--- config.mk ---
export PLATFORM = sky130hd
export DESIGN_NAME = fdiv_seq_flat
export DESIGN_NICKNAME = d
export VERILOG_FILES = /design/src/rtl/fdiv_seq_pkg.sv /design/src/rtl/fdiv_seq_if.sv /design/src/rtl/fdiv_seq_mant_core.sv /design/src/rtl/fdiv_seq.sv /design/src/flat_wrapper.sv
export SDC_FILE = /design/constraint.sdc
export NUM_CORES = 1
export LEC_CHECK = 0
export ABC_AREA = 0
export ABC_CLOCK_PERIOD_IN_PS = 14000
export CORE_MARGIN = 5
export CORE_UTILIZATION = 51
export DETAILED_ROUTE_END_ITERATION = 16
export PLACE_DENSITY = 0.75
export SETUP_SLACK_MARGIN = 0.1
export SLEW_MARGIN = 20
export SYNTH_ARGS = -nofsm -noshare
export SYNTH_HDL_FRONTEND = slang
export SYNTH_HIERARCHICAL = 1
export SYNTH_SLANG_ARGS = --single-unit
--- constraint.sdc ---
create_clock -name clk -period 14 [get_ports clk]
set_input_delay 2.8 -clock clk [delete_from_list [all_inputs] [get_ports clk]]
set_output_delay 2.8 -clock clk [all_outputs]
set_load 0.02 [all_outputs]
--- src/rtl/fdiv_seq_pkg.sv ---
// Shared definitions for the sequential FP divider: flag positions, FSM encoding, bias.
package fdiv_seq_pkg;

    localparam int FLAG_W       = 5;
    localparam int FLAG_INVALID = 4;
    localparam int FLAG_DIVZERO = 3;
    localparam int FLAG_OVF     = 2;
    localparam int FLAG_UNF     = 1;
    localparam int FLAG_INEXACT = 0;

    localparam logic [1:0] ST_IDLE  = 2'd0;
    localparam logic [1:0] ST_DIV   = 2'd1;
    localparam logic [1:0] ST_ROUND = 2'd2;
    localparam logic [1:0] ST_DONE  = 2'd3;

    function automatic int bias(input int exp_w);
        return (1 << (exp_w - 1)) - 1;
    endfunction

endpackage

--- src/rtl/fdiv_seq_if.sv ---
// Request/result bundle of the divider. start is a launch strobe, taken only while busy=0;
// done is a single-cycle strobe marking r/flags valid, and they hold until the next done.
interface fdiv_seq_if #(parameter int width = 32);
    import fdiv_seq_pkg::*;

    logic              start;
    logic [width-1:0]  a;
    logic [width-1:0]  b;
    logic              round_mode;
    logic              busy;
    logic              done;
    logic [width-1:0]  r;
    logic [FLAG_W-1:0] flags;
    logic [1:0]        state;

    modport master (
        output start, a, b, round_mode,
        input  busy, done, r, flags, state
    );

    modport slave (
        input  start, a, b, round_mode,
        output busy, done, r, flags, state
    );

endinterface

--- src/rtl/fdiv_seq_mant_core.sv ---
// Restoring mantissa divider: one quotient bit per step, quotient holds n+2 bits after the
// integer bit so the caller gets guard/round/sticky material.
module fdiv_seq_mant_core #(
    parameter int n = 24
) (
    input  logic         clk,
    input  logic         rst,
    input  logic         load,
    input  logic         step,
    input  logic [n-1:0] dividend,
    input  logic [n-1:0] divisor,
    output logic [n+2:0] quotient,
    output logic         rem_nz
);

    // Partial remainder stays below twice the divisor, so one extra bit suffices.
    logic [n:0]   rem;
    logic [n-1:0] dvs;
    logic [n+2:0] q;
    logic [n:0]   diff;
    logic         ge;

    assign diff = rem - {1'b0, dvs};
    assign ge   = (rem >= {1'b0, dvs});

    always_ff @(posedge clk) begin
        if (rst) begin
            rem <= '0;
            dvs <= '0;
            q   <= '0;
        end else if (load) begin
            rem <= {1'b0, dividend};
            dvs <= divisor;
            q   <= '0;
        end else if (step) begin
            q   <= {q[n+1:0], ge};
            rem <= ge ? {diff[n-1:0], 1'b0} : {rem[n-1:0], 1'b0};
        end
    end

    assign quotient = q;
    assign rem_nz   = |rem;

endmodule

--- src/rtl/fdiv_seq.sv ---
// Iterative floating-point divider r = a / b: special-case bypass, one quotient bit per
// clock, then a single normalise/round cycle before the done strobe.
module fdiv_seq
    import fdiv_seq_pkg::*;
#(
    parameter int exp  = 8,
    parameter int frac = 23
) (
    input  logic        clk,
    input  logic        rst,
    fdiv_seq_if.slave   bus
);

    localparam int width = exp + frac + 1;
    localparam int EW    = exp + 2;
    localparam int CW    = $clog2(frac + 4);

    localparam logic signed [EW-1:0] BIAS_E  = EW'(bias(exp));
    localparam logic signed [EW-1:0] ONE_E   = EW'(1);
    localparam logic signed [EW-1:0] EXP_MAX = EW'((1 << exp) - 1);
    localparam logic [CW-1:0]        LAST    = CW'(frac + 3);

    localparam logic [width-1:0] QNAN    = {1'b0, {exp{1'b1}}, 1'b1, {(frac-1){1'b0}}};
    localparam logic [width-2:0] INF_MAG = {{exp{1'b1}}, {frac{1'b0}}};

    logic              sign_a, sign_b, sign_r;
    logic [exp-1:0]    ea, eb;
    logic [frac-1:0]   fa, fb;
    logic              nan_a, nan_b, inf_a, inf_b, zero_a, zero_b;

    assign sign_a = bus.a[width-1];
    assign sign_b = bus.b[width-1];
    assign ea     = bus.a[width-2:frac];
    assign eb     = bus.b[width-2:frac];
    assign fa     = bus.a[frac-1:0];
    assign fb     = bus.b[frac-1:0];
    assign sign_r = sign_a ^ sign_b;

    // Zero exponent flushes denormals to zero regardless of fraction.
    assign nan_a  = (&ea) && (|fa);
    assign nan_b  = (&eb) && (|fb);
    assign inf_a  = (&ea) && !(|fa);
    assign inf_b  = (&eb) && !(|fb);
    assign zero_a = (ea == '0);
    assign zero_b = (eb == '0);

    logic              spec_hit;
    logic [width-1:0]  spec_r;
    logic [FLAG_W-1:0] spec_flags;

    always_comb begin
        spec_hit   = 1'b1;
        spec_r     = '0;
        spec_flags = '0;
        if (nan_a || nan_b || (zero_a && zero_b) || (inf_a && inf_b)) begin
            spec_r                   = QNAN;
            spec_flags[FLAG_INVALID] = 1'b1;
        end else if (inf_a) begin
            spec_r = {sign_r, INF_MAG};
        end else if (zero_b) begin
            spec_r                   = {sign_r, INF_MAG};
            spec_flags[FLAG_DIVZERO] = 1'b1;
        end else if (zero_a || inf_b) begin
            spec_r = {sign_r, {(width-1){1'b0}}};
        end else begin
            spec_hit = 1'b0;
        end
    end

    logic signed [EW-1:0] exp_diff;
    assign exp_diff = $signed({2'b00, ea}) - $signed({2'b00, eb}) + BIAS_E;

    logic [1:0]           state;
    logic [CW-1:0]        count;
    logic                 accept;
    logic                 sign_q;
    logic                 rm_q;
    logic signed [EW-1:0] exp_q;
    logic [width-1:0]     r_q;
    logic [FLAG_W-1:0]    flags_q;

    assign accept = bus.start && ((state == ST_IDLE) || (state == ST_DONE));

    logic [frac+3:0] q;
    logic            rem_nz;

    fdiv_seq_mant_core #(.n(frac + 1)) u_core (
        .clk      (clk),
        .rst      (rst),
        .load     (accept && !spec_hit),
        .step     (state == ST_DIV),
        .dividend ({1'b1, fa}),
        .divisor  ({1'b1, fb}),
        .quotient (q),
        .rem_nz   (rem_nz)
    );

    logic [frac+3:0]      qn;
    logic signed [EW-1:0] exp_n, exp_f;
    logic [frac:0]        mant;
    logic                 g_bit, r_bit, s_bit, inc;
    logic [frac+1:0]      mant_r;
    logic [width-1:0]     norm_r;
    logic [FLAG_W-1:0]    norm_flags;

    always_comb begin
        qn     = q[frac+3] ? q : {q[frac+2:0], 1'b0};
        exp_n  = q[frac+3] ? exp_q : (exp_q - ONE_E);
        mant   = qn[frac+3:3];
        g_bit  = qn[2];
        r_bit  = qn[1];
        s_bit  = qn[0] | rem_nz;
        inc    = rm_q & g_bit & (r_bit | s_bit | qn[3]);
        mant_r = {1'b0, mant} + {{(frac+1){1'b0}}, inc};
        // A carry out of the mantissa leaves the fraction bits all zero already.
        exp_f  = mant_r[frac+1] ? (exp_n + ONE_E) : exp_n;

        norm_flags               = '0;
        norm_flags[FLAG_INEXACT] = g_bit | r_bit | s_bit;
        if (exp_f >= EXP_MAX) begin
            norm_r                   = {sign_q, INF_MAG};
            norm_flags[FLAG_OVF]     = 1'b1;
            norm_flags[FLAG_INEXACT] = 1'b1;
        end else if (exp_f[EW-1] || (exp_f == '0)) begin
            norm_r                   = {sign_q, {(width-1){1'b0}}};
            norm_flags[FLAG_UNF]     = 1'b1;
            norm_flags[FLAG_INEXACT] = 1'b1;
        end else begin
            norm_r = {sign_q, exp_f[exp-1:0], mant_r[frac-1:0]};
        end
    end

    always_ff @(posedge clk) begin
        if (rst) begin
            state   <= ST_IDLE;
            count   <= '0;
            sign_q  <= 1'b0;
            rm_q    <= 1'b0;
            exp_q   <= '0;
            r_q     <= '0;
            flags_q <= '0;
        end else if (accept) begin
            sign_q <= sign_r;
            rm_q   <= bus.round_mode;
            exp_q  <= exp_diff;
            count  <= '0;
            if (spec_hit) begin
                state   <= ST_DONE;
                r_q     <= spec_r;
                flags_q <= spec_flags;
            end else begin
                state <= ST_DIV;
            end
        end else begin
            case (state)
                ST_DIV: begin
                    if (count == LAST) state <= ST_ROUND;
                    count <= count + 1'b1;
                end
                ST_ROUND: begin
                    state   <= ST_DONE;
                    r_q     <= norm_r;
                    flags_q <= norm_flags;
                end
                default: state <= ST_IDLE;
            endcase
        end
    end

    assign bus.busy  = (state == ST_DIV) || (state == ST_ROUND);
    assign bus.done  = (state == ST_DONE);
    assign bus.r     = r_q;
    assign bus.flags = flags_q;
    assign bus.state = state;

endmodule
--- src/flat_wrapper.sv ---
// flat-port wrapper written by rule: the top's interface ports become plain ports
module fdiv_seq_flat import fdiv_seq_pkg::*;
#(
    parameter int exp  = 8,
    parameter int frac = 23
)
  (clk, rst, bus_start, bus_a, bus_b, bus_round_mode, bus_busy, bus_done, bus_r, bus_flags, bus_state);
  fdiv_seq_if bus_i ();
  input  logic clk;
  input  logic rst;
  input wire logic [$bits(bus_i.start)-1:0] bus_start;
  input wire logic [$bits(bus_i.a)-1:0] bus_a;
  input wire logic [$bits(bus_i.b)-1:0] bus_b;
  input wire logic [$bits(bus_i.round_mode)-1:0] bus_round_mode;
  output wire logic [$bits(bus_i.busy)-1:0] bus_busy;
  output wire logic [$bits(bus_i.done)-1:0] bus_done;
  output wire logic [$bits(bus_i.r)-1:0] bus_r;
  output wire logic [$bits(bus_i.flags)-1:0] bus_flags;
  output wire logic [$bits(bus_i.state)-1:0] bus_state;
  assign bus_i.start = bus_start;
  assign bus_i.a = bus_a;
  assign bus_i.b = bus_b;
  assign bus_i.round_mode = bus_round_mode;
  assign bus_busy = bus_i.busy;
  assign bus_done = bus_i.done;
  assign bus_r = bus_i.r;
  assign bus_flags = bus_i.flags;
  assign bus_state = bus_i.state;
  fdiv_seq #(.exp(exp), .frac(frac)) u_core (.clk(clk), .rst(rst), .bus(bus_i));
endmodule
Word-level counts from Yosys, hierarchy flattened
Cells that the tools add are included.
W data, S select, Z words.
{"block": "word_totals", "mem_bits_rw": 0, "latchBits": 0, "register_bits": 132, "word_cells": 100, "output_inout_bits": 41, "in_bits": 68, "romBits": 0, "n_memories": 0}
{"block": "classes", "n_reduce_logical": 32, "n_addsub": 7, "n_shift": 0, "order_cmp": 2, "n_mux": 34, "bitwise": 8, "div_mod_pow": 0, "n_eq_ne": 6, "mul": 0}
{"operator": "$mux W32", "n": 7}
{"operator": "$mux W31", "n": 2}
{"operator": "$mux W24", "n": 2}
{"operator": "$reduce_or A23 Y1", "n": 2}
{"operator": "$mux W27", "n": 1}
{"operator": "$add A24 B1 Y25", "n": 1}
{"operator": "$ge A25 B24 Y1", "n": 1}
{"operator": "$mux W25", "n": 1}
{"operator": "$reduce_or A25 Y1", "n": 1}
{"operator": "$sub A24 B24 Y24", "n": 1}
{"operator": "$mux W10", "n": 2}
{"operator": "$logic_not A8 Y1", "n": 2}
{"operator": "$reduce_and A8 Y1", "n": 2}
{"operator": "$mux W5", "n": 3}
{"operator": "$mux W1", "n": 11}
{"operator": "$add A10 B2 Y10 const B", "n": 1}
{"operator": "$add A10 B8 Y10 const B", "n": 1}
{"operator": "$ge A10 B9 Y1 const B", "n": 1}
{"operator": "$logic_not A10 Y1", "n": 1}
{"operator": "$sub A10 B2 Y10 const B", "n": 1}
{"operator": "$sub A8 B8 Y9", "n": 1}
{"operator": "$logic_and A1 B1 Y1", "n": 8}
{"operator": "$mux W2", "n": 4}
{"operator": "$logic_or A1 B1 Y1", "n": 7}
{"operator": "15 further kinds", "n": 25}

Longest topological paths before layout
Gate-level depths: netlist of the first run.
{"block": "logic_depth", "ltp_word": 13, "depth_mapped": 18}

Cells and area by module
Netlist of the first run, hierarchy kept.
{"mod": "fdiv_seq_mant_core", "seq_area_each_um2": 1521.5, "instances": 1, "cells_per_inst": 568, "area_each_um2": 4742.0}
{"mod": "fdiv_seq", "seq_area_each_um2": 1121.1, "instances": 1, "cells_per_inst": 591, "area_each_um2": 4683.2}

Least setup slack after synthesis of the first run
No wires, ideal clock.
{"block": "synth_path", "path_type": "input-to-reg", "startpoint": "in bus_a[23]", "endpoint": "reg u_core.exp_q[8]", "setup_slack_ps": 9142, "path_buffers": 0, "cell_stages": 11, "arrival_ps": 4772, "cell_sequence": "inv_1 ha_1 inv_1 fa_1 a21o_1 a21oi_1 xnor2_1 a211o_1 nor3_1 nor2_1 a211oi_1"}
{"block": "synth_via", "elab_chain_len": 2}
{"element": "start: declaration", "line": "flat_wrapper.sv:12", "text": "input wire logic [$bits(bus_i.a)-1:0] bus_a;"}
{"element": "$sub A8 B8 Y9", "line": "fdiv_seq.sv:71", "text": "assign exp_diff = $signed({2'b00, ea}) - $signed({2'b00, eb}) + BIAS_E;"}
{"element": "$add A10 B8 Y10", "line": "fdiv_seq.sv:71"}
{"element": "end signal: assignment", "line": "fdiv_seq.sv:145", "text": "exp_q <= exp_diff;"}
{"element": "end: declaration", "line": "fdiv_seq.sv:78", "text": "logic signed [EW-1:0] exp_q;"}
Every way passes these cells.
A chain may end at the register's enable or synchronous reset.

Final worst setup path of the first run
{"block": "layout_path", "startpoint": "in bus_b[24]", "endpoint": "reg u_core.u_core.rem[9]"}
{"block": "layout_via", "elab_chain_len": 10}
{"element": "start: declaration", "line": "flat_wrapper.sv:13", "text": "input wire logic [$bits(bus_i.b)-1:0] bus_b;"}
{"element": "$reduce_and A8 Y1", "line": "fdiv_seq.sv:41, fdiv_seq.sv:43"}
{"element": "$logic_and A1 B1 Y1", "line": "fdiv_seq.sv:43", "text": "assign inf_b = (&eb) && !(|fb);"}
{"element": "$logic_or A1 B1 Y1", "line": "fdiv_seq.sv:63", "text": "end else if (zero_a || inf_b) begin"}
{"element": "$mux W1", "line": "fdiv_seq.sv:63"}
{"element": "$mux W1", "line": "fdiv_seq.sv:60", "text": "end else if (zero_b) begin"}
{"element": "$mux W1", "line": "fdiv_seq.sv:58", "text": "end else if (inf_a) begin"}
{"element": "$mux W1 (*)", "line": "fdiv_seq.sv:55", "text": "if (nan_a || nan_b || (zero_a && zero_b) || (inf_a && inf_b)) begin"}
{"element": "$logic_not A1 Y1 (*)", "line": "fdiv_seq.sv:90", "text": ".load (accept && !spec_hit),"}
{"element": "$logic_and A1 B1 Y1 (*)", "line": "fdiv_seq.sv:90"}
{"element": "$mux W24 or $reduce_bool A2 Y1 (tied branches)"}
{"element": "end signal: assignment", "line": "fdiv_seq_mant_core.sv:32", "text": "rem <= {1'b0, dividend};"}
{"element": "end signal: assignment", "line": "fdiv_seq_mant_core.sv:37", "text": "rem <= ge ? {diff[n-1:0], 1'b0} : {rem[n-1:0], 1'b0};"}
{"element": "end: declaration", "line": "fdiv_seq_mant_core.sv:17", "text": "logic [n:0] rem;"}
Mark *: on every way between the ends. The rest lies on a longest branch, timed or not.

==> impl_metrics.csv, run 1 <==
group,metric,value,unit
logic_synthesis,synth.top_cell.area_share,0.280,
placement,gp_congestion,0.942,
cts,cts_inserted_buffers,17,
cts,cts_max_path_buffers,2,
logic_synthesis,yosysMostFrequentCell,"dfxtp_1",
cts,clkLatencyLatePin,0.43,ns
timing,slew_viol_final,0,
placement,place.port_buffers,108,
timing,worst_pin_slew,0.987,ns
detailed_routing,drc,0,
cts,clk_pin_slew,0.06,ns
placement,dp_hpwl,18700,µm
critical_path,path_class,"in2reg",
timing,timing.final.crit_period,5.67,ns
cells_and_area,nets,1341,
worst_hold_path,worst_hold_path_type,"reg2reg",
cts,ctsHoldBuffers,0,
timing,setup_viol,0,
global_route,grt_use_total,0.233,
logic_synthesis,yosysSeqAreaShare,0.280,
floorplan,fp.dieH,146,µm
global_route,grt_max_degree,63,
floorplan,core,18100,µm²
timing,clock.fmax,0.176,GHz
floorplan,dieArea,21300,µm²
logic_synthesis,ys_seq_elements,132,
critical_path,endpoint_kind,"register",
power_and_ir_drop,ir_worst_vdd,156,µV
global_route,first_global_vias,8576,
logic_synthesis,avgSynthCellArea,8.13,µm²
logic_synthesis,synth_common_cells,"132 x dfxtp_1, 123 x nor2_1, 90 x nand2_1",
timing,timing.final.hold_violations,0,
power_and_ir_drop,totalPowerFinal,2530,µW
detailed_routing,avgViaCountPerCell,6.01,
detailed_routing,firstDrtPassIters,5,
logic_synthesis,synth_top_cell_by_area,"dfxtp_1",
cells_and_area,n_antenna_cell,0,
floorplan,std_cell_rows,49,
cts,postCtsSetupBuffers,0,
critical_path,required,14.32,ns
global_route,grt_overflow,0,
detailed_routing,ant_nets,0,
cells_and_area,nFillCells,1649,
run_status,outcome,"finished, final reports clean",
detailed_routing,drt_iter0_drc,770,
timing,grt_setup_unrepaired,"no",
power_and_ir_drop,power_density,228,nW/µm²
cts,tritoncts,"done",
power_and_ir_drop,p_leak,0.00406,µW
detailed_routing,routed_wl,25200,µm
cells_and_area,final_core_util,0.615,
cells_and_area,drive_above_1_share,0.0717,
detailed_routing,vias,8842,
timing,post-route-period-util,0.405,
logic_synthesis,synth_edf_count,0,
logic_synthesis,synth.distinct_cells,99,
cells_and_area,multi_input_area,6270,µm²
global_route,grt_pass1_wl,41800,µm
detailed_routing,wire_per_inst,17.1,µm
floorplan,initial_utilization,0.521,
floorplan,io_pins,109,
cts,cts_sinks,132,
timing,finalSetupTns,0,ns
timing,finalClockSkew,0.0139,ns
cells_and_area,layout.area.seq,2640,µm²
critical_path,cp-start-kind,"primary input",
logic_synthesis,synth_area_leaders,"dfxtp_1 28%, mux2i_1 8.1%, ha_1 5.6%",
logic_synthesis,synthArstFlopShare,0,
cells_and_area,areaGrowthSynthToFinish,18.0,%
timing,slew_headroom,0.339,
logic_synthesis,syn-cell-area,9430,µm²
logic_synthesis,ys.flop_type,"dfxtp_1",
cts,htree_levels,4,
critical_path,crit_fanout,47,
critical_path,worst_ep_arrival_time,5.99,ns
run,drv_cap,0,
cts,cts_resized,0,
cts,root_buffer,"clkbuf_16",
floorplan,die_w,146,µm
global_route,antenna_found_initial,1,
logic_synthesis,yosysWarnings,6,
logic_synthesis,synth_cells,1159,
-- metal layers --
| layer | track usage | vias up | wire (µm) |
|---|---|---|---|
| met4 | 0.0598 | 0 | 394 |
| li1 | - | 4379 | - |
| met2 | 0.400 | 253 | 12100 |
| met1 | 0.296 | 4181 | 11400 |
| met3 | 0.0529 | 29 | 1310 |
| met5 | 0 | - | 0 |
-- per-stage QoR --
step / instances / cell area (µm²) / worst slack [ns] / hold WS (ns)
global route: 1471 / 11100 / 8.11 / 0.490
finish: 1471 / 11100 / 8.33 / 0.468
CTS: 1471 / 11100 / 8.40 / 0.469
floorplan: 1160 / 9430 / 9.14 / 0.444
detailed placement: 1439 / 10500 / 7.96 / 0.444
global placement: 1439 / 10500 / 8.07 / 0.439
-- cells by family after synthesis --
kind of cell             after synthesis  synth area share
XOR/XNOR                              75            0.0697
adder cells (fa/ha/maj)               44            0.0600
AO/OA/AOI/OAI                        282             0.216
buffers and inverters                123            0.0567
flip-flops                           132             0.280
other                                  1          0.000398
multiplexers                          78            0.0831
AND/OR/NAND/NOR                      424             0.234
-- placed cells by master, fill, tap and decap left out, types with 20 or more instances in the layout --
| master | instances |
|---|---|
| a211oi_1 | 20 |
| a21oi_1 | 48 |
| a22o_1 | 24 |
| clkdlybuf4s50_1 | 107 |
| dfxtp_1 | 131 |
| ha_1 | 41 |
| inv_1 | 58 |
| mux2i_1 | 76 |
| nand2_1 | 90 |
| nand3_1 | 27 |
| nand4_1 | 20 |
| nor2_1 | 122 |
| nor3_1 | 45 |
| nor4_1 | 20 |
| o21ai_0 | 58 |
| xnor2_1 | 40 |
| xor2_1 | 35 |
-- sequential cells by signal, summed over array words and instances (netlist names) --
signal and cells:
u_core/bus.r 32, u_core/u_core/rem 25, u_core/rm_q 1, u_core/sign_q 1, u_core/u_core/quotient 27, u_core/exp_q 10
u_core/bus.flags 5, u_core/u_core/dvs 24, u_core/count 5, u_core/bus.state 2
-- cell type report --
type,count,area share
multi-input combinational,905,0.563
inverter,59,0.0199
sequential,132,0.238
timing repair buffer,114,0.101
clock inverter,14,0.0138
clock buffer,18,0.0386
tap,229,0.0258
-- final timing paths --
path / end / start / cells after the start / slack (ns)
worst max register to register: u_core/bus.flags[0]$_SDFFE_PP0P_ / u_core/u_core/quotient[26]$_SDFFE_PP0P_ / 11 / 9.10
worst min-delay path: u_core/bus.flags[1]$_SDFFE_PP0P_ / u_core/bus.flags[1]$_SDFFE_PP0P_ / 1 / 0.47
worst max-delay path: u_core/u_core/rem[9]$_SDFFE_PP0P_ / bus_b[24] / 9 / 8.33
worst min register to register: u_core/bus.flags[1]$_SDFFE_PP0P_ / u_core/bus.flags[1]$_SDFFE_PP0P_ / 1 / 0.47
-- power by group --
group | internal [µW] | total (µW) | leakage [µW] | switching [µW]
logic | 611 | 1540 | 0.00270 | 932
registers | 455 | 546 | 0.00108 | 90.4
clock network | 264 | 444 | 0.000278 | 179
-- worst max-delay path, stage by stage --
cell	delay [ns]
clkdlybuf4s50_1	0.43
or4_1	0.58
nor2_1	0.19
or4_1	0.24
nor2_4	0.04
buf_4	0.33
nor2_1	0.84
o21ai_0	0.24
o32ai_1	0.28
Note: power is estimated with default switching activity, not from simulation.
==> run 2: changes to the inputs <==
--- a/config.mk
+++ b/config.mk
@@ -6,7 +6,7 @@
 export NUM_CORES = 1
 export LEC_CHECK = 0
 export ABC_AREA = 0
-export ABC_CLOCK_PERIOD_IN_PS = 14000
+export ABC_CLOCK_PERIOD_IN_PS = 5280
 export CORE_MARGIN = 5
 export CORE_UTILIZATION = 51
 export DETAILED_ROUTE_END_ITERATION = 16
==> constraint.sdc (replaced) <==
create_clock -name clk -period 5.28 [get_ports clk]
set_input_delay 1.056 -clock clk [delete_from_list [all_inputs] [get_ports clk]]
set_output_delay 1.056 -clock clk [all_outputs]
set_load 0.02 [all_outputs]
==> run 2 against run 1 <==
  * Wire length up 2.3%
  * Design area up 0.72%
  * Sequential share of layout area down 0.17 points
  * Via count up 1.1%
  * Global-route usage up 0.59 points
  * Setup slack worse by 7.1 ns
  * Critical path depth unchanged
  * Die area unchanged
  * Non-clock buffer count up 8
  * Sequential power rose to 2.7 times the previous value
  * Clock power rose to 2.7 times the previous value
  * Clock skew down 0.0049 ns
  * Largest power group unchanged
==> impl_metrics.csv, run 2 (synthesized netlist as in run 1, its figures left out) <==
group,metric,value,unit
global_route,antenna_found_initial,0,
detailed_routing,wire_per_inst,17.4,µm
timing,timing.final.crit_period,4.05,ns
timing,slew_viol_final,0,
timing,finalClockSkew,0.00906,ns
floorplan,die_w,146,µm
detailed_routing,vias,8940,
cts,htree_levels,4,
run_status,outcome,"finished, final reports clean",
power_and_ir_drop,power_density,610,nW/µm²
timing,worst_pin_slew,0.896,ns
detailed_routing,drc,0,
timing,finalSetupTns,0,ns
floorplan,dieArea,21300,µm²
detailed_routing,firstDrtPassIters,6,
cells_and_area,nets,1349,
power_and_ir_drop,ir_worst_vdd,324,µV
detailed_routing,avgViaCountPerCell,6.04,
timing,timing.final.hold_violations,0,
cts,cts_inserted_buffers,17,
critical_path,crit_fanout,26,
global_route,first_global_vias,8579,
timing,clock.fmax,0.247,GHz
power_and_ir_drop,p_leak,0.00410,µW
detailed_routing,ant_nets,0,
floorplan,fp.dieH,146,µm
cells_and_area,areaGrowthSynthToFinish,18.9,%
cells_and_area,drive_above_1_share,0.0784,
timing,grt_setup_unrepaired,"no",
cts,cts_resized,0,
critical_path,crit_chain,"buf_4 -> mux2i_1 -> nand4bb_1 -> or4_1 -> nor3_4 -> nand2_1 -> xnor2_1 -> or3b_1 -> o221ai_2",
floorplan,std_cell_rows,49,
cts,ctsHoldBuffers,0,
timing,slew_headroom,0.399,
critical_path,crit_slowest_cell,"or4_1",
critical_path,endpoint_kind,"register",
timing,setup_viol,0,
power_and_ir_drop,totalPowerFinal,6830,µW
cells_and_area,layout_commonest_cell,"dfxtp_1",
global_route,grt_max_degree,62,
cts,cts_sinks,132,
global_route,grt_pass1_wl,42700,µm
cts,root_buffer,"clkbuf_16",
global_route,grt_use_total,0.239,
critical_path,path_class,"reg2reg",
floorplan,io_pins,109,
placement,gp_congestion,0.956,
run,drv_cap,0,
global_route,grt_overflow,0,
critical_path,worst_ep_arrival_time,4.40,ns
critical_path,crit_path_max_incr_delay,0.80,ns
floorplan,initial_utilization,0.521,
critical_path,required,5.63,ns
detailed_routing,drt_iter0_drc,747,
cells_and_area,largest_reg_flops,32,
placement,dp_hpwl,19100,µm
floorplan,core,18100,µm²
cts,clkLatencyLatePin,0.43,ns
cts,tritoncts,"done",
critical_path,cp-start-kind,"register",
placement,place.port_buffers,108,
cts,clk_pin_slew,0.06,ns
detailed_routing,routed_wl,25800,µm
cts,postCtsSetupBuffers,0,
cells_and_area,n_antenna_cell,0,
timing,post-route-period-util,0.767,
cts,cts_max_path_buffers,2,
cells_and_area,final_cell_mix,"131 x dfxtp_1, 122 x nor2_1, 107 x clkdlybuf4s50_1",
cells_and_area,nFillCells,1620,
worst_hold_path,worst_hold_path_type,"reg2reg",
==> run 2: path summary, 6_finish.rpt <==
| kind | start | slack [ns] | cells past startpoint | to |
|---|---|---|---|---|
| worst max-delay path | u_core/u_core/quotient[26]$_SDFFE_PP0P_ | 1.23 | 9 | u_core/bus.flags[0]$_SDFFE_PP0P_ |
| worst min register to register | u_core/bus.flags[1]$_SDFFE_PP0P_ | 0.46 | 1 | u_core/bus.flags[1]$_SDFFE_PP0P_ |
| worst min-delay path | u_core/bus.flags[1]$_SDFFE_PP0P_ | 0.46 | 1 | u_core/bus.flags[1]$_SDFFE_PP0P_ |
| worst max register to register | u_core/u_core/quotient[26]$_SDFFE_PP0P_ | 1.23 | 9 | u_core/bus.flags[0]$_SDFFE_PP0P_ |
==> run 2: layout make-up <==
class                   instances  area (µm²)  area share
multi-input cells             905        6270       0.559
flip-flops and latches        132        2640       0.236
repair buffers                122        1180       0.105
clock buffers                  18         439      0.0392
well taps                     229         287      0.0256
inverters                      59         221      0.0198
clock inverters                14         164      0.0146
==> run 2: where the power goes <==
part           internal [µW]  switching (µW)
sequential              1210             241
clock                    721             491
combinational           1650            2520
total                   3580            3250
==> run 2: worst max-delay path, delay by kind of cell, from the launching register on <==
| family | cells | cell delay [ns] |
|---|---|---|
| DFF | 1 | 0.68 |
| xor gates and xnor gates | 1 | 0.45 |
| muxes | 1 | 0.13 |
| AOI/OAI and AO/OA | 1 | 0.20 |
| and+or+nand+nor | 5 | 2.09 |
| buffers and inverters | 1 | 0.41 |
==> run 2: per-stage QoR <==
stage                     area [µm²]  hold WS [ns]  worst slack, ns  instances   util
after floorplan                 9430         0.444            0.813       1160      -
after global placement         10600         0.437             1.28       1447  0.586
after detailed placement       10600         0.448             1.20       1447  0.586
after CTS                      11200         0.466             1.25       1479  0.619
after global routing           11200         0.488            0.887       1479  0.620
final                          11200         0.462             1.23       1479  0.620
==> run 2: per-layer routing <==
layer	global-route usage	up-vias	share of wire
li1	-	4395	-
met1	0.304	4208	0.44
met2	0.404	292	0.48
met3	0.0486	45	0.064
met4	0.0802	0	0.022
met5	0	-	0
==> run 3: changes to the inputs <==
--- a/config.mk
+++ b/config.mk
@@ -6,7 +6,7 @@
 export NUM_CORES = 1
 export LEC_CHECK = 0
 export ABC_AREA = 0
-export ABC_CLOCK_PERIOD_IN_PS = 5280
+export ABC_CLOCK_PERIOD_IN_PS = 4150
 export CORE_MARGIN = 5
 export CORE_UTILIZATION = 51
 export DETAILED_ROUTE_END_ITERATION = 16
==> constraint.sdc (replaced) <==
create_clock -name clk -period 4.15 [get_ports clk]
set_input_delay 0.83 -clock clk [delete_from_list [all_inputs] [get_ports clk]]
set_output_delay 0.83 -clock clk [all_outputs]
set_load 0.02 [all_outputs]
==> run 3 against run 2 <==
  * Cell count rose by 0.20%
  * Utilization rose by 0.19 points
  * Count of clock-buffer cells in the layout rose by 3
  * Maximum frequency rose by 9.1%
  * Global-route usage fell by 0.46 points
  * Clock power rose by 26%
  * Critical path type unchanged
  * First-iteration DRC count fell by 4.8%
  * Clock skew rose by 0.0040 ns
  * Critical path depth rose by 1
  * Register-to-register slack got worse by 0.79 ns
  * Wire length fell by 0.90%
==> impl_metrics.csv, run 3 (synthesized netlist as in run 1, its figures left out) <==
group,metric,value,unit
run_status,outcome,"finished, final reports clean",
cells_and_area,final_cell_mix,"131 x dfxtp_1, 122 x nor2_1, 107 x clkdlybuf4s50_1",
cells_and_area,areaGrowthSynthToFinish,19.2,%
cells_and_area,n_antenna_cell,0,
critical_path,required,4.50,ns
power_and_ir_drop,power_density,770,nW/µm²
timing,clock.fmax,0.269,GHz
cts,htree_levels,4,
cts,tritoncts,"done",
cells_and_area,nFillCells,1601,
critical_path,critPathLaunch,"u_core/u_core/quotient[26]$_SDFFE_PP0P_",
detailed_routing,wire_per_inst,17.2,µm
cells_and_area,layout.area.seq,2640,µm²
global_route,grt_overflow,0,
power_and_ir_drop,ir_worst_vdd,399,µV
timing,timing.final.hold_violations,0,
cts,postCtsSetupBuffers,0,
global_route,grt_pass1_wl,41800,µm
timing,setup_viol,0,
floorplan,die_w,146,µm
detailed_routing,drt_iter0_drc,711,
detailed_routing,vias,8865,
floorplan,std_cell_rows,49,
worst_hold_path,hold_start,"u_core/bus.flags[1]$_SDFFE_PP0P_",
floorplan,core,18100,µm²
cts,ctsHoldBuffers,0,
timing,timing.final.crit_period,3.71,ns
critical_path,r2r_start,"u_core/u_core/quotient[26]$_SDFFE_PP0P_",
detailed_routing,routed_wl,25500,µm
timing,slew_viol_final,0,
critical_path,worst_ep_arrival_time,4.06,ns
timing,finalClockSkew,0.0131,ns
cts,cts_resized,0,
detailed_routing,firstDrtPassIters,7,
cts,clk_pin_slew,0.07,ns
critical_path,crit_fanout,29,
placement,dp_hpwl,19000,µm
global_route,first_global_vias,8360,
cells_and_area,nets,1352,
critical_path,endpoint_kind,"register",
placement,placed_cell_area,10600,µm²
placement,place.port_buffers,108,
timing,worst_pin_slew,0.844,ns
floorplan,fp.dieH,146,µm
cts,cts_sinks,132,
worst_hold_path,worst_hold_path_type,"reg2reg",
cells_and_area,largest_reg_flops,32,
floorplan,dieArea,21300,µm²
timing,finalSetupTns,0,ns
timing,post-route-period-util,0.895,
placement,gp_congestion,0.923,
critical_path,cp-start-kind,"register",
critical_path,path_class,"reg2reg",
cells_and_area,drive_above_1_share,0.0790,
cts,cts_max_path_buffers,2,
floorplan,io_pins,109,
cts,clkLatencyLatePin,0.43,ns
critical_path,rrSetupSlack,0.44,ns
global_route,grt_max_degree,62,
global_route,antenna_found_initial,1,
cts,root_buffer,"clkbuf_16",
cells_and_area,multi_input_area,6260,µm²
critical_path,rr_worst_depth,10,
global_route,grt_use_total,0.234,
detailed_routing,ant_nets,0,
power_and_ir_drop,p_leak,0.00413,µW
cells_and_area,design_area,11200,µm²
critical_path,r2r_end,"u_core/bus.flags[0]$_SDFFE_PP0P_",
detailed_routing,drc,0,
detailed_routing,avgViaCountPerCell,5.98,
timing,grt_setup_unrepaired,"no",
cts,cts_inserted_buffers,17,
cells_and_area,layout_commonest_cell,"dfxtp_1",
run,drv_cap,0,
floorplan,initial_utilization,0.521,
critical_path,worstSetupEndpoint,"u_core/bus.flags[0]$_SDFFE_PP0P_",
timing,slew_headroom,0.434,
[run 3: changes by cell type in the layout (fill, tap and decap cells not counted)]
cell	delta
buf_12	+2
buf_4	+1
clkbuf_1	+1
clkbuf_8	+2
clkinv_2	+3
inv_6	-6
nor4_1	+1
nor4_2	-1
[run 3: per-stage QoR]
| step | cells | total power [µW] | util | setup slack (ns) | hold slack [ns] |
|---|---|---|---|---|---|
| floorplan | 1160 | 5920 | - | 0.120 | 0.444 |
| global placement | 1450 | 6960 | 0.588 | 0.562 | 0.449 |
| detailed placement | 1450 | 7040 | 0.588 | 0.477 | 0.451 |
| CTS | 1482 | 8590 | 0.621 | 0.460 | 0.466 |
| global route | 1482 | 9240 | 0.621 | 0.177 | 0.491 |
| finish | 1482 | 8660 | 0.621 | 0.438 | 0.459 |
[run 3: power breakdown]
part	switching, µW	internal, µW	total, µW
registers	291	1540	1830
clock network	581	934	1520
logic	3200	2120	5310
[run 3: final cells by class]
cell class | count | share of cell area
multi-input combinational | 905 | 0.557
tap | 229 | 0.0255
inverter | 59 | 0.0197
clock inverter | 11 | 0.0112
clock buffer | 21 | 0.0419
sequential | 132 | 0.235
timing repair buffer | 125 | 0.109
[run 3: critical path, stage by stage (launching register included)]
cell	delay (ns)
dfxtp_2	0.70
buf_4	0.35
mux2i_1	0.29
ha_1	0.39
inv_1	0.14
a2111oi_4	0.31
a31oi_1	0.15
a211oi_2	0.35
a41oi_2	0.22
or3b_1	0.54
o221ai_2	0.21
[run 3: worst min-delay path by stage]
stage / endpoint / depth (start not counted)
after global routing: u_core/bus.flags[1]$_SDFFE_PP0P_ / 1
final: u_core/bus.flags[1]$_SDFFE_PP0P_ / 1
after CTS: u_core/bus.flags[1]$_SDFFE_PP0P_ / 1
after detailed placement: u_core/bus.flags[1]$_SDFFE_PP0P_ / 1
after global placement: u_core/bus.flags[1]$_SDFFE_PP0P_ / 1
after floorplan: u_core/sign_q$_SDFFE_PP0P_ / 2
[run 3: per-layer routing]
layer	vias up	wire, µm	GRT usage
li1	4393	-	-
met1	4160	11300	0.301
met2	263	12200	0.395
met3	49	1540	0.0508
met4	0	569	0.0712
met5	-	0	0
